<file path="config.mk">
export PLATFORM = sky130hd
export DESIGN_NAME = vx_wb_sink_flat
export DESIGN_NICKNAME = d
export VERILOG_FILES = /design/src/rtl/vx_wb_sink_pkg.sv /design/src/rtl/vx_writeback_if.sv /design/src/rtl/vx_wb_sink_fifo_queue.sv /design/src/rtl/vx_wb_sink.sv /design/src/flat_wrapper.sv
export SDC_FILE = /design/constraint.sdc
export NUM_CORES = 1
export LEC_CHECK = 0
export CORE_ASPECT_RATIO = 1.25
export CORE_UTILIZATION = 52
export CTS_CLUSTER_DIAMETER = 150
export DETAILED_ROUTE_END_ITERATION = 16
export PLACE_DENSITY = 0.79
export REMOVE_ABC_BUFFERS = 1
export SLEW_MARGIN = 20
export SYNTH_ARGS = -nofsm -noshare
export SYNTH_HDL_FRONTEND = slang
export SYNTH_SLANG_ARGS = --single-unit
</file>
<file path="constraint.sdc">
create_clock -name clk -period 4.6 [get_ports clk]
set_clock_uncertainty 0.1 [all_clocks]
set_input_delay 0.69 -clock clk [delete_from_list [all_inputs] [get_ports clk]]
set_output_delay 0.69 -clock clk [all_outputs]
set_load 0.01 [all_outputs]
</file>
<file path="src/rtl/vx_wb_sink_pkg.sv">
`default_nettype none
// ============================================================================
// Module      : vx_wb_sink_pkg
// Description : Shared widths, beat layout and the per-warp packet-tracking
//               state for the writeback sink.
//               ISSUE_WIS_W   - warp-in-slot index width
//               RRS_WIS_W     - rename/release slot id width
//               wb_sink_beat_t - buffered beat (uuid and PC are not kept)
// Revision    : 1.0 - initial release
// ============================================================================
package vx_wb_sink_pkg;

    localparam int NUM_THREADS   = 2;
    localparam int XLEN          = 32;
    localparam int NR_BITS       = 5;
    localparam int ISSUE_WIS_W   = 2;
    localparam int RRS_WIS_W     = 2;
    localparam int UUID_W        = 44;
    localparam int PC_W          = 32;
    localparam int PERF_CTR_BITS = 16;
    localparam int NUM_WIS       = 1 << ISSUE_WIS_W;

    typedef enum logic [0:0] {
        WB_SINK_IDLE   = 1'b0,
        WB_SINK_IN_PKT = 1'b1
    } wb_sink_state_e;

    typedef struct packed {
        logic [ISSUE_WIS_W-1:0]      wis;
        logic [NUM_THREADS-1:0]      tmask;
        logic [NR_BITS-1:0]          rd;
        logic [NUM_THREADS*XLEN-1:0] data;
        logic                        sop;
        logic                        eop;
        logic [RRS_WIS_W-1:0]        rrs_id;
    } wb_sink_beat_t;

    // Packet sequencing: a violation always returns the warp to IDLE so the
    // next well-formed packet starts cleanly.
    function automatic wb_sink_state_e wb_sink_next_state(
        input  wb_sink_state_e cur,
        input  logic           sop,
        input  logic           eop,
        output logic           proto_err
    );
        wb_sink_state_e nxt;
        proto_err = 1'b0;
        nxt       = cur;
        case (cur)
            WB_SINK_IDLE: begin
                if (!sop) begin
                    proto_err = 1'b1;
                    nxt       = WB_SINK_IDLE;
                end else if (!eop) begin
                    nxt = WB_SINK_IN_PKT;
                end
            end
            WB_SINK_IN_PKT: begin
                if (sop) begin
                    proto_err = 1'b1;
                    nxt       = WB_SINK_IDLE;
                end else if (eop) begin
                    nxt = WB_SINK_IDLE;
                end
            end
        endcase
        return nxt;
    endfunction

endpackage

`default_nettype wire

</file>
<file path="src/rtl/vx_writeback_if.sv">
`default_nettype none
// ============================================================================
// Module      : vx_writeback_if
// Description : Writeback beat bundle. No ready signal: the slave must take
//               every valid beat.
// Revision    : 1.0 - initial release
// ============================================================================
interface vx_writeback_if;
    import vx_wb_sink_pkg::*;

    logic                              valid;
    logic [UUID_W-1:0]                 uuid;
    logic [ISSUE_WIS_W-1:0]            wis;
    logic [NUM_THREADS-1:0]            tmask;
    logic [PC_W-1:0]                   PC;
    logic [NR_BITS-1:0]                rd;
    logic [NUM_THREADS-1:0][XLEN-1:0]  data;
    logic                              sop;
    logic                              eop;
    logic [RRS_WIS_W-1:0]              rrs_id;

    modport master (output valid, uuid, wis, tmask, PC, rd, data, sop, eop, rrs_id);
    modport slave  (input  valid, uuid, wis, tmask, PC, rd, data, sop, eop, rrs_id);
endinterface

`default_nettype wire

</file>
<file path="src/rtl/vx_wb_sink_fifo_queue.sv">
`default_nettype none
// ============================================================================
// Module      : vx_wb_sink_fifo_queue
// Description : Circular beat buffer with combinational head read.
//               Ports: clk, rst (sync, active-high), i_push/i_data,
//               i_pop/o_data, o_empty, o_full.
//               Push and pop may occur in the same cycle, including when full.
// Revision    : 1.0 - initial release
// ============================================================================
module vx_wb_sink_fifo_queue #(
    parameter int DATAW = 1,
    parameter int DEPTH = 4
) (
    input  logic             clk,
    input  logic             rst,
    input  logic             i_push,
    input  logic [DATAW-1:0] i_data,
    input  logic             i_pop,
    output logic [DATAW-1:0] o_data,
    output logic             o_empty,
    output logic             o_full
);

    localparam int ADDRW = $clog2(DEPTH);

    logic [DATAW-1:0] r_mem [DEPTH];
    logic [ADDRW-1:0] r_wr_ptr;
    logic [ADDRW-1:0] r_rd_ptr;
    logic [ADDRW:0]   r_count;

    always_ff @(posedge clk) begin
        if (rst) begin
            r_wr_ptr <= '0;
            r_rd_ptr <= '0;
            r_count  <= '0;
        end else begin
            if (i_push) r_wr_ptr <= r_wr_ptr + 1'b1;
            if (i_pop)  r_rd_ptr <= r_rd_ptr + 1'b1;
            case ({i_push, i_pop})
                2'b10:   r_count <= r_count + 1'b1;
                2'b01:   r_count <= r_count - 1'b1;
                default: r_count <= r_count;
            endcase
        end
    end

    // Storage needs no reset: occupancy alone decides what is visible.
    always_ff @(posedge clk) begin
        if (i_push) r_mem[r_wr_ptr] <= i_data;
    end

    assign o_data  = r_mem[r_rd_ptr];
    assign o_empty = (r_count == '0);
    assign o_full  = (r_count == (ADDRW+1)'(DEPTH));

endmodule

`default_nettype wire

</file>
<file path="src/rtl/vx_wb_sink.sv">
`default_nettype none
// ============================================================================
// Module      : vx_wb_sink
// Description : Buffers writeback beats and forwards them to the register
//               file; x0 writes are drained silently. Releases the scoreboard
//               entry when an eop beat drains and tracks sop/eop sequencing
//               per warp.
//   clk, reset (sync, active-low)
//   writeback_if                  - inbound beats, no backpressure
//   rf_wr_valid/ready, rf_wr_*    - register-file write port
//   release_valid, release_*      - one-cycle scoreboard release
//   err_overflow, err_proto       - sticky error flags
//   perf_beats, perf_stalls       - present only with WB_SINK_PERF_EN
// Revision    : 1.0 - initial release
// ============================================================================
module vx_wb_sink
    import vx_wb_sink_pkg::*;
#(
    parameter int    DEPTH       = 4,
    parameter string INSTANCE_ID = ""
) (
    input  logic                             clk,
    input  logic                             reset,
    vx_writeback_if.slave                    writeback_if,
    output logic                             rf_wr_valid,
    input  logic                             rf_wr_ready,
    output logic [ISSUE_WIS_W-1:0]           rf_wr_wis,
    output logic [NR_BITS-1:0]               rf_wr_rd,
    output logic [NUM_THREADS-1:0]           rf_wr_tmask,
    output logic [NUM_THREADS-1:0][XLEN-1:0] rf_wr_data,
    output logic                             release_valid,
    output logic [ISSUE_WIS_W-1:0]           release_wis,
    output logic [NR_BITS-1:0]               release_rd,
    output logic [RRS_WIS_W-1:0]             release_rrs_id,
    output logic                             err_overflow,
    output logic                             err_proto
`ifdef WB_SINK_PERF_EN
    ,
    output logic [PERF_CTR_BITS-1:0]         perf_beats,
    output logic [PERF_CTR_BITS-1:0]         perf_stalls
`endif
);

    wb_sink_beat_t  w_in_beat;
    wb_sink_beat_t  w_head;
    logic           w_rst;
    logic           w_empty;
    logic           w_full;
    logic           w_in_valid;
    logic           w_head_valid;
    logic           w_is_x0;
    logic           w_push;
    logic           w_pop;
    logic           w_drop;
    logic           w_proto_err;
    logic           w_unused;
    wb_sink_state_e r_state      [NUM_WIS];
    wb_sink_state_e w_state_next [NUM_WIS];
    logic           r_err_overflow;
    logic           r_err_proto;

    assign w_unused = &{1'b0, writeback_if.uuid, writeback_if.PC};

    assign w_in_beat = '{
        wis:    writeback_if.wis,
        tmask:  writeback_if.tmask,
        rd:     writeback_if.rd,
        data:   writeback_if.data,
        sop:    writeback_if.sop,
        eop:    writeback_if.eop,
        rrs_id: writeback_if.rrs_id
    };

    assign w_rst = !reset;

    vx_wb_sink_fifo_queue #(
        .DATAW ($bits(wb_sink_beat_t)),
        .DEPTH (DEPTH)
    ) u_fifo (
        .clk     (clk),
        .rst     (w_rst),
        .i_push  (w_push),
        .i_data  (w_in_beat),
        .i_pop   (w_pop),
        .o_data  (w_head),
        .o_empty (w_empty),
        .o_full  (w_full)
    );

    // Gating with reset keeps the head invisible while reset is held, so no
    // write or release escapes in the cycle that discards the buffer.
    assign w_head_valid = !w_empty && reset;
    assign w_in_valid   = writeback_if.valid && reset;
    assign w_is_x0      = (w_head.rd == '0);
    assign w_pop        = w_head_valid && (w_is_x0 || rf_wr_ready);
    // A pop in the same cycle frees the slot the incoming beat needs.
    assign w_push       = w_in_valid && (!w_full || w_pop);
    assign w_drop       = w_in_valid && w_full && !w_pop;

    assign rf_wr_valid    = w_head_valid && !w_is_x0;
    assign rf_wr_wis      = rf_wr_valid ? w_head.wis   : '0;
    assign rf_wr_rd       = rf_wr_valid ? w_head.rd    : '0;
    assign rf_wr_tmask    = rf_wr_valid ? w_head.tmask : '0;
    assign rf_wr_data     = rf_wr_valid ? w_head.data  : '0;

    assign release_valid  = w_pop && w_head.eop;
    assign release_wis    = release_valid ? w_head.wis    : '0;
    assign release_rd     = release_valid ? w_head.rd     : '0;
    assign release_rrs_id = release_valid ? w_head.rrs_id : '0;

    // Only the warp of an accepted beat advances; dropped beats leave it alone.
    always_comb begin
        w_state_next = r_state;
        w_proto_err  = 1'b0;
        if (w_push) begin
            w_state_next[w_in_beat.wis] = wb_sink_next_state(
                r_state[w_in_beat.wis], w_in_beat.sop, w_in_beat.eop, w_proto_err);
        end
    end

    always_ff @(posedge clk) begin
        if (!reset) begin
            for (int i = 0; i < NUM_WIS; i++) begin
                r_state[i] <= WB_SINK_IDLE;
            end
            r_err_overflow <= 1'b0;
            r_err_proto    <= 1'b0;
        end else begin
            r_state        <= w_state_next;
            r_err_overflow <= r_err_overflow | w_drop;
            r_err_proto    <= r_err_proto | w_proto_err;
        end
    end

    assign err_overflow = r_err_overflow;
    assign err_proto    = r_err_proto;

`ifdef WB_SINK_PERF_EN
    logic [PERF_CTR_BITS-1:0] r_perf_beats;
    logic [PERF_CTR_BITS-1:0] r_perf_stalls;

    always_ff @(posedge clk) begin
        if (!reset) begin
            r_perf_beats  <= '0;
            r_perf_stalls <= '0;
        end else begin
            if (w_push)                      r_perf_beats  <= r_perf_beats + 1'b1;
            if (rf_wr_valid && !rf_wr_ready) r_perf_stalls <= r_perf_stalls + 1'b1;
        end
    end

    assign perf_beats  = r_perf_beats;
    assign perf_stalls = r_perf_stalls;
`endif

`ifndef SYNTHESIS
    always_ff @(posedge clk) begin
        assert ((DEPTH >= 2) && ((DEPTH & (DEPTH - 1)) == 0))
            else $error("%s: DEPTH must be a power of two >= 2", INSTANCE_ID);
        if (reset) begin
            assert (!(w_pop && w_empty))
                else $error("%s: pop from empty beat buffer", INSTANCE_ID);
        end
    end
`endif

endmodule

`default_nettype wire
</file>
<file path="src/flat_wrapper.sv">
// flat-port wrapper written by rule: the top's interface ports become plain ports
module vx_wb_sink_flat import vx_wb_sink_pkg::*;
#(
    parameter int    DEPTH       = 4,
    parameter string INSTANCE_ID = ""
)
  (clk, reset, rf_wr_valid, rf_wr_ready, rf_wr_wis, rf_wr_rd, rf_wr_tmask, rf_wr_data, release_valid, release_wis, release_rd, release_rrs_id, err_overflow, err_proto, writeback_if_valid, writeback_if_uuid, writeback_if_wis, writeback_if_tmask, writeback_if_PC, writeback_if_rd, writeback_if_data, writeback_if_sop, writeback_if_eop, writeback_if_rrs_id);
  vx_writeback_if writeback_if_i ();
  input  logic clk;
  input  logic reset;
  output logic rf_wr_valid;
  input  logic rf_wr_ready;
  output logic [ISSUE_WIS_W-1:0] rf_wr_wis;
  output logic [NR_BITS-1:0] rf_wr_rd;
  output logic [NUM_THREADS-1:0] rf_wr_tmask;
  output logic [NUM_THREADS-1:0][XLEN-1:0] rf_wr_data;
  output logic release_valid;
  output logic [ISSUE_WIS_W-1:0] release_wis;
  output logic [NR_BITS-1:0] release_rd;
  output logic [RRS_WIS_W-1:0] release_rrs_id;
  output logic err_overflow;
  output logic err_proto;
  input wire logic [$bits(writeback_if_i.valid)-1:0] writeback_if_valid;
  input wire logic [$bits(writeback_if_i.uuid)-1:0] writeback_if_uuid;
  input wire logic [$bits(writeback_if_i.wis)-1:0] writeback_if_wis;
  input wire logic [$bits(writeback_if_i.tmask)-1:0] writeback_if_tmask;
  input wire logic [$bits(writeback_if_i.PC)-1:0] writeback_if_PC;
  input wire logic [$bits(writeback_if_i.rd)-1:0] writeback_if_rd;
  input wire logic [$bits(writeback_if_i.data)-1:0] writeback_if_data;
  input wire logic [$bits(writeback_if_i.sop)-1:0] writeback_if_sop;
  input wire logic [$bits(writeback_if_i.eop)-1:0] writeback_if_eop;
  input wire logic [$bits(writeback_if_i.rrs_id)-1:0] writeback_if_rrs_id;
  assign writeback_if_i.valid = writeback_if_valid;
  assign writeback_if_i.uuid = writeback_if_uuid;
  assign writeback_if_i.wis = writeback_if_wis;
  assign writeback_if_i.tmask = writeback_if_tmask;
  assign writeback_if_i.PC = writeback_if_PC;
  assign writeback_if_i.rd = writeback_if_rd;
  assign writeback_if_i.data = writeback_if_data;
  assign writeback_if_i.sop = writeback_if_sop;
  assign writeback_if_i.eop = writeback_if_eop;
  assign writeback_if_i.rrs_id = writeback_if_rrs_id;
  vx_wb_sink #(.DEPTH(DEPTH), .INSTANCE_ID(INSTANCE_ID)) u_core (.clk(clk), .reset(reset), .writeback_if(writeback_if_i), .rf_wr_valid(rf_wr_valid), .rf_wr_ready(rf_wr_ready), .rf_wr_wis(rf_wr_wis), .rf_wr_rd(rf_wr_rd), .rf_wr_tmask(rf_wr_tmask), .rf_wr_data(rf_wr_data), .release_valid(release_valid), .release_wis(release_wis), .release_rd(release_rd), .release_rrs_id(release_rrs_id), .err_overflow(err_overflow), .err_proto(err_proto));
endmodule
</file>
Yosys cells after proc, flatten, opt, wreduce, memory -nomap -nowiden
Memories as Yosys holds them, arrays and structs flattened. A register that Yosys moved wholly into a read port is not among the register bits.
Index checks and enable logic that the tools add are counted.
{"block": "totals", "regBits": 13, "ramBits": 308, "input_bits": 157, "elab_cells": 68, "mem_count": 1}
{"name": "u_core.u_fifo.r_mem", "words": 4, "word_bits": 77, "read_ports": 1, "rd_ports_with_merged_regs": 1, "wr": 1, "line": "vx_wb_sink_fifo_queue.sv:26", "rtl": "logic [DATAW-1:0] r_mem [DEPTH];"}
{"block": "op_classes", "addsub": 4, "order_cmp": 2, "n_eq_ne": 3, "mux": 27, "bitwise_logic": 4, "reduce_logical": 18}
{"op": "64-bit two-way mux", "n": 1}
{"op": "1-bit two-way mux", "n": 12}
{"op": "2-bit two-way mux", "n": 6}
{"op": "5-bit two-way mux", "n": 2}
{"op": "1-bit logical AND", "n": 9}
{"op": "3-bit case mux with 2 select lines", "n": 1}
{"op": "5-bit logical NOT", "n": 1}
{"op": "2-bit by 1-bit adder with 2-bit output (second input constant)", "n": 2}
{"op": "4-bit bitwise mux", "n": 1}
{"op": "1-bit logical NOT", "n": 4}
{"op": "1-bit case mux with 2 select lines", "n": 2}
{"op": "3-bit by 1-bit adder with 3-bit output (second input constant)", "n": 1}
{"op": "3-bit equality test (second input constant)", "n": 1}
{"op": "3-bit greater-or-equal comparator (second input constant)", "n": 1}
{"op": "3-bit logical NOT", "n": 1}
{"op": "3-bit by 1-bit less-than comparator with 1-bit output (second input constant)", "n": 1}
{"op": "2-bit NOT with 3-bit output", "n": 1}
{"op": "3-bit by 1-bit subtractor with 3-bit output (second input constant)", "n": 1}
{"op": "1-bit binary-select mux with 2-bit select", "n": 1}
{"op": "1-bit demux with 2-bit select", "n": 1}
{"op": "2-bit by 1-bit equality test with 1-bit output (second input constant)", "n": 1}
{"op": "2-bit equality test (second input constant)", "n": 1}
{"op": "1-bit logical OR", "n": 2}
{"op": "1-bit OR", "n": 2}
{"op": "other kinds (2)", "n": 2}

Logic depth before layout (Yosys ltp)
{"block": "logic_depth", "depth_word": 8, "mapped_depth": 10, "depth_no_buf": 8}

By module
A second synthesis with hierarchy kept.
{"block": "hier_totals", "hier_cells": 584, "hier_area_um2": 12497.0}
{"mod": "vx_wb_sink_fifo_queue", "instances": 1, "cells_per_inst": 450, "area_each_um2": 11578.6, "seq_area_each_um2": 9429.0}
{"mod": "vx_wb_sink", "instances": 1, "cells_per_inst": 134, "area_each_um2": 918.4, "seq_area_each_um2": 120.1}

Least setup slack after synthesis
OpenSTA, ideal clock, no wires.
{"block": "synth_timing", "path_kind": "reg-to-reg", "startpoint": "register with a tool-made name", "endpoint": "memory u_core.u_fifo.r_mem[1][0] (netlist bit) (enable)", "setup_ns": 0.443, "arrival_ns": 3.402, "required_ns": 4.057, "setup_slack_ns": 0.655, "stages_incl_launch_ff": 8, "n_path_buf": 3, "path_cell_list": "dfxtp_1 > buf_6 > buf_6 > mux4_2 > nor3_1 > a21o_1 > buf_4 > and2_1"}
{"element": "end: declaration", "line": "vx_wb_sink_fifo_queue.sv:26"}

==> impl_metrics.json <==
{
  "rsz0062_at_grt": "no",
  "power.leakage_uw": 0.005109,
  "setup_violations": 0,
  "port-buffer-count": 166,
  "final_util": 0.6647,
  "final_common_cell": "edfxtp_1",
  "cts_sinks": 319,
  "ys_seq_area_frac": 0.7636,
  "layout_min_cycle_time_ps": 4308,
  "grt_max_degree": 70,
  "drv_cap": 0,
  "drt_pass1_iterations": 5,
  "clock_path_buffers": 3,
  "synth_edf_count": 304,
  "drc": 0,
  "hold_buffers": 0,
  "fin_cells": 1071,
  "start_kind": "flop",
  "synth_ff_type": "edfxtp_1",
  "areaGrowthSynthToFinish_pct": 24.44,
  "rows": 62,
  "die-area_um2": 24370,
  "p_per_area_nw_per_um2": 442.8,
  "critPathKind": "reg -> out",
  "crit_family": "simple AND/OR/NAND/NOR gates",
  "switching_power_uw": 1518,
  "ys_top_cells_by_area": "edfxtp_1, mux4_2, and3_1",
  "cts_made_buffers": 29,
  "vias": 6237,
  "drive_gt1_frac": 0.1916,
  "ioPinCount": 243,
  "postSynth.asyncResetShare": 0,
  "syn_area_per_cell_um2": 21.04,
  "required_ps": 3810,
  "grt_pass1_wl_mm": 37.69,
  "coreArea_um2": 23120,
  "routed_wl_mm": 24.46,
  "critPathSlowestCell": "mux4_2",
  "nNetsFinal": 924,
  "antenna_found_initial": 0,
  "end_kind": "output port",
  "place_inst": 1019,
  "synthCells": 587,
  "final_max_slew_viol_count": 0,
  "yosys_register_bits": 319,
  "die_y_um": 174.3,
  "root_buffer": "clkbuf_16",
  "p_clk_frac": 0.356,
  "internal-power_uw": 5286,
  "gr-total-overflow": 0,
  "path_cells": "mux4_2 -> nor3_4 -> a31oi_4 -> nor2b_2 -> and2_1 -> clkdlybuf4s50_1",
  "syn_area_um2": 12350,
  "initial_utilization": 0.5342,
  "cts_tree": "done",
  "synth_top_cell_area_share": 0.7393,
  "wire_per_inst_um": 22.84,
  "path_clk_slew_ps": 60,
  "globalRouteMet1Util": 0.2588,
  "grt_usage": 0.2057,
  "status": "complete, no violations",
  "place_congestion": 0.7641,
  "gr-usage-met3": 0.03251,
  "grt_pass1_vias": 6705,
  "ir_drop_mv": 0.4005,
  "hpwl_mm": 14.46,
  "die_width_um": 139.8,
  "first_iter_violations": 410,
  "switching_share": 0.2231,
  "postCtsSetupBuffers": 0,
  "max_stage_delay_ps": 600,
  "busiest_layer": "met2",
  "drt-vias-per-instance": 5.824,
  "pwr-share-comb": 0.151,
  "layout_common_cells": "edfxtp_1, clkdlybuf4s50_1, mux4_2, and3_1, clkbuf_16",
  "hold_viol_final": 0,
  "max_freq_mhz": 232.1,
  "crit_fanout": 17,
  "grtUsageMet2": 0.3640,
  "path_buf_inv": 1,
  "worstPathArrival_ps": 3520,
  "tightest_slew_ps": 804.4,
  "p_seq_frac": 0.493,
  "htreeDepth": 1,
  "ant_nets": 0,
  "final.setup.tns_ps": 0,
  "antennaDiodeCount": 0,
  "maxSlewHeadroom": 0.4592,
  "min-delay-start": "u_core.r_state[1]",
  "yosys.area.top_type": "edfxtp_1",
  "period_share": 0.9366,
  "clkLatencyLatePin_ps": 540,
  "hp-class": "reg -> reg",
  "synth_warnings": 0,
  "yosys.cell_types.count": 37
}
[cell families after synthesis]
logic type	count (synthesis)	share of synthesized area
adder cells (fa/ha/maj)	5	0.005675
buffers and inverters	43	0.01530
AND/OR/NAND/NOR	121	0.05847
flip-flops	319	0.7636
multiplexers	86	0.1482
XOR/XNOR	3	0.002128
AO/OA/AOI/OAI	10	0.006586
[power groups by stage]
stage               clock network (µW)  logic (µW)  registers (µW)
CTS                               2470        1040            3360
floorplan                            0         514            3450
detailed placement                   0        1040            3420
global placement                     0        1010            3410
finish                            2420        1030            3360
global route                      2580        1100            3370
[what timing repair did]
| item | 4_1_cts | 5_1_grt |
|---|---|---|
| cloned | 0 | 0 |
| endpoints found under the setup margin | 1 | 9 |
| resized for setup | 1 | 1 |
[per-stage QoR]
stage / worst slack (ps) / power (µW) / instance area [µm²] / hold slack (ps)
2_1_floorplan: -2266 / 3967 / 12190 / 331.8
3_3_place_gp: 707.9 / 4419 / 14400 / 341.3
3_5_place_dp: 588.5 / 4456 / 14400 / 353.8
4_1_cts: 19.60 / 6866 / 15360 / 362.8
5_1_grt: 113.6 / 7048 / 15370 / 389.6
6_report: 291.6 / 6804 / 15370 / 361.7
[final timing paths]
kind,cells after the start,endpoint,slack (ps)
min,2,u_core.r_state[1],360
min reg2reg,2,u_core.r_state[1],360
max reg2reg,5,u_core.u_fifo.r_mem[3][64],1260
max,6,release_rd[4],290
[worst register-to-register path: stages (launching register included)]
cell,delay (ps)
dfxtp_4,570
mux4_2,610
nor3_4,320
a21o_1,410
and2_4,620
buf_12,360
[Yosys cell counts, types with 2 or more instances]
library cell and number:
a21oi_1 2, and2_1 13, and3_1 68, buf_2 7
buf_6 2, clkbuf_1 24, dfxtp_1 15, edfxtp_1 304
ha_1 4, inv_1 8, mux2i_1 7, mux4_2 77
nand2_1 12, nand2b_1 2, nand3b_1 2, nor2_1 8
nor2b_1 6, nor3_1 2, o31ai_1 2, or3_1 3
xnor2_1 3
[per-layer routing]
metal | wire length [µm] | part of all wire
met1 | 9371 | 0.38
met2 | 13060 | 0.53
met3 | 1302 | 0.053
met4 | 729 | 0.030
met5 | 0 | 0
[state kept, by name (all words and copies together) (netlist names), named ones only]
| signal | flops |
|---|---|
| u_core.u_fifo.r_wr_ptr | 2 |
| u_core.u_fifo.r_rd_ptr | 2 |
| u_core.u_fifo.r_mem | 304 |
| u_core.err_proto | 1 |
| u_core.err_overflow | 1 |
| u_core.r_state | 4 |
| u_core.u_fifo.r_count | 3 |
[cell type report]
cell class / instances / area [µm²]
clock buffers: 31 / 733.2
clock inverters: 21 / 231.5
fillers: 1488 / 7751
inverters: 9 / 33.78
multi-input cells: 225 / 2753
flip-flops and latches: 319 / 9437
well taps: 288 / 360.3
repair buffers: 178 / 1818
No activity file was read; power rests on OpenSTA's default activity.
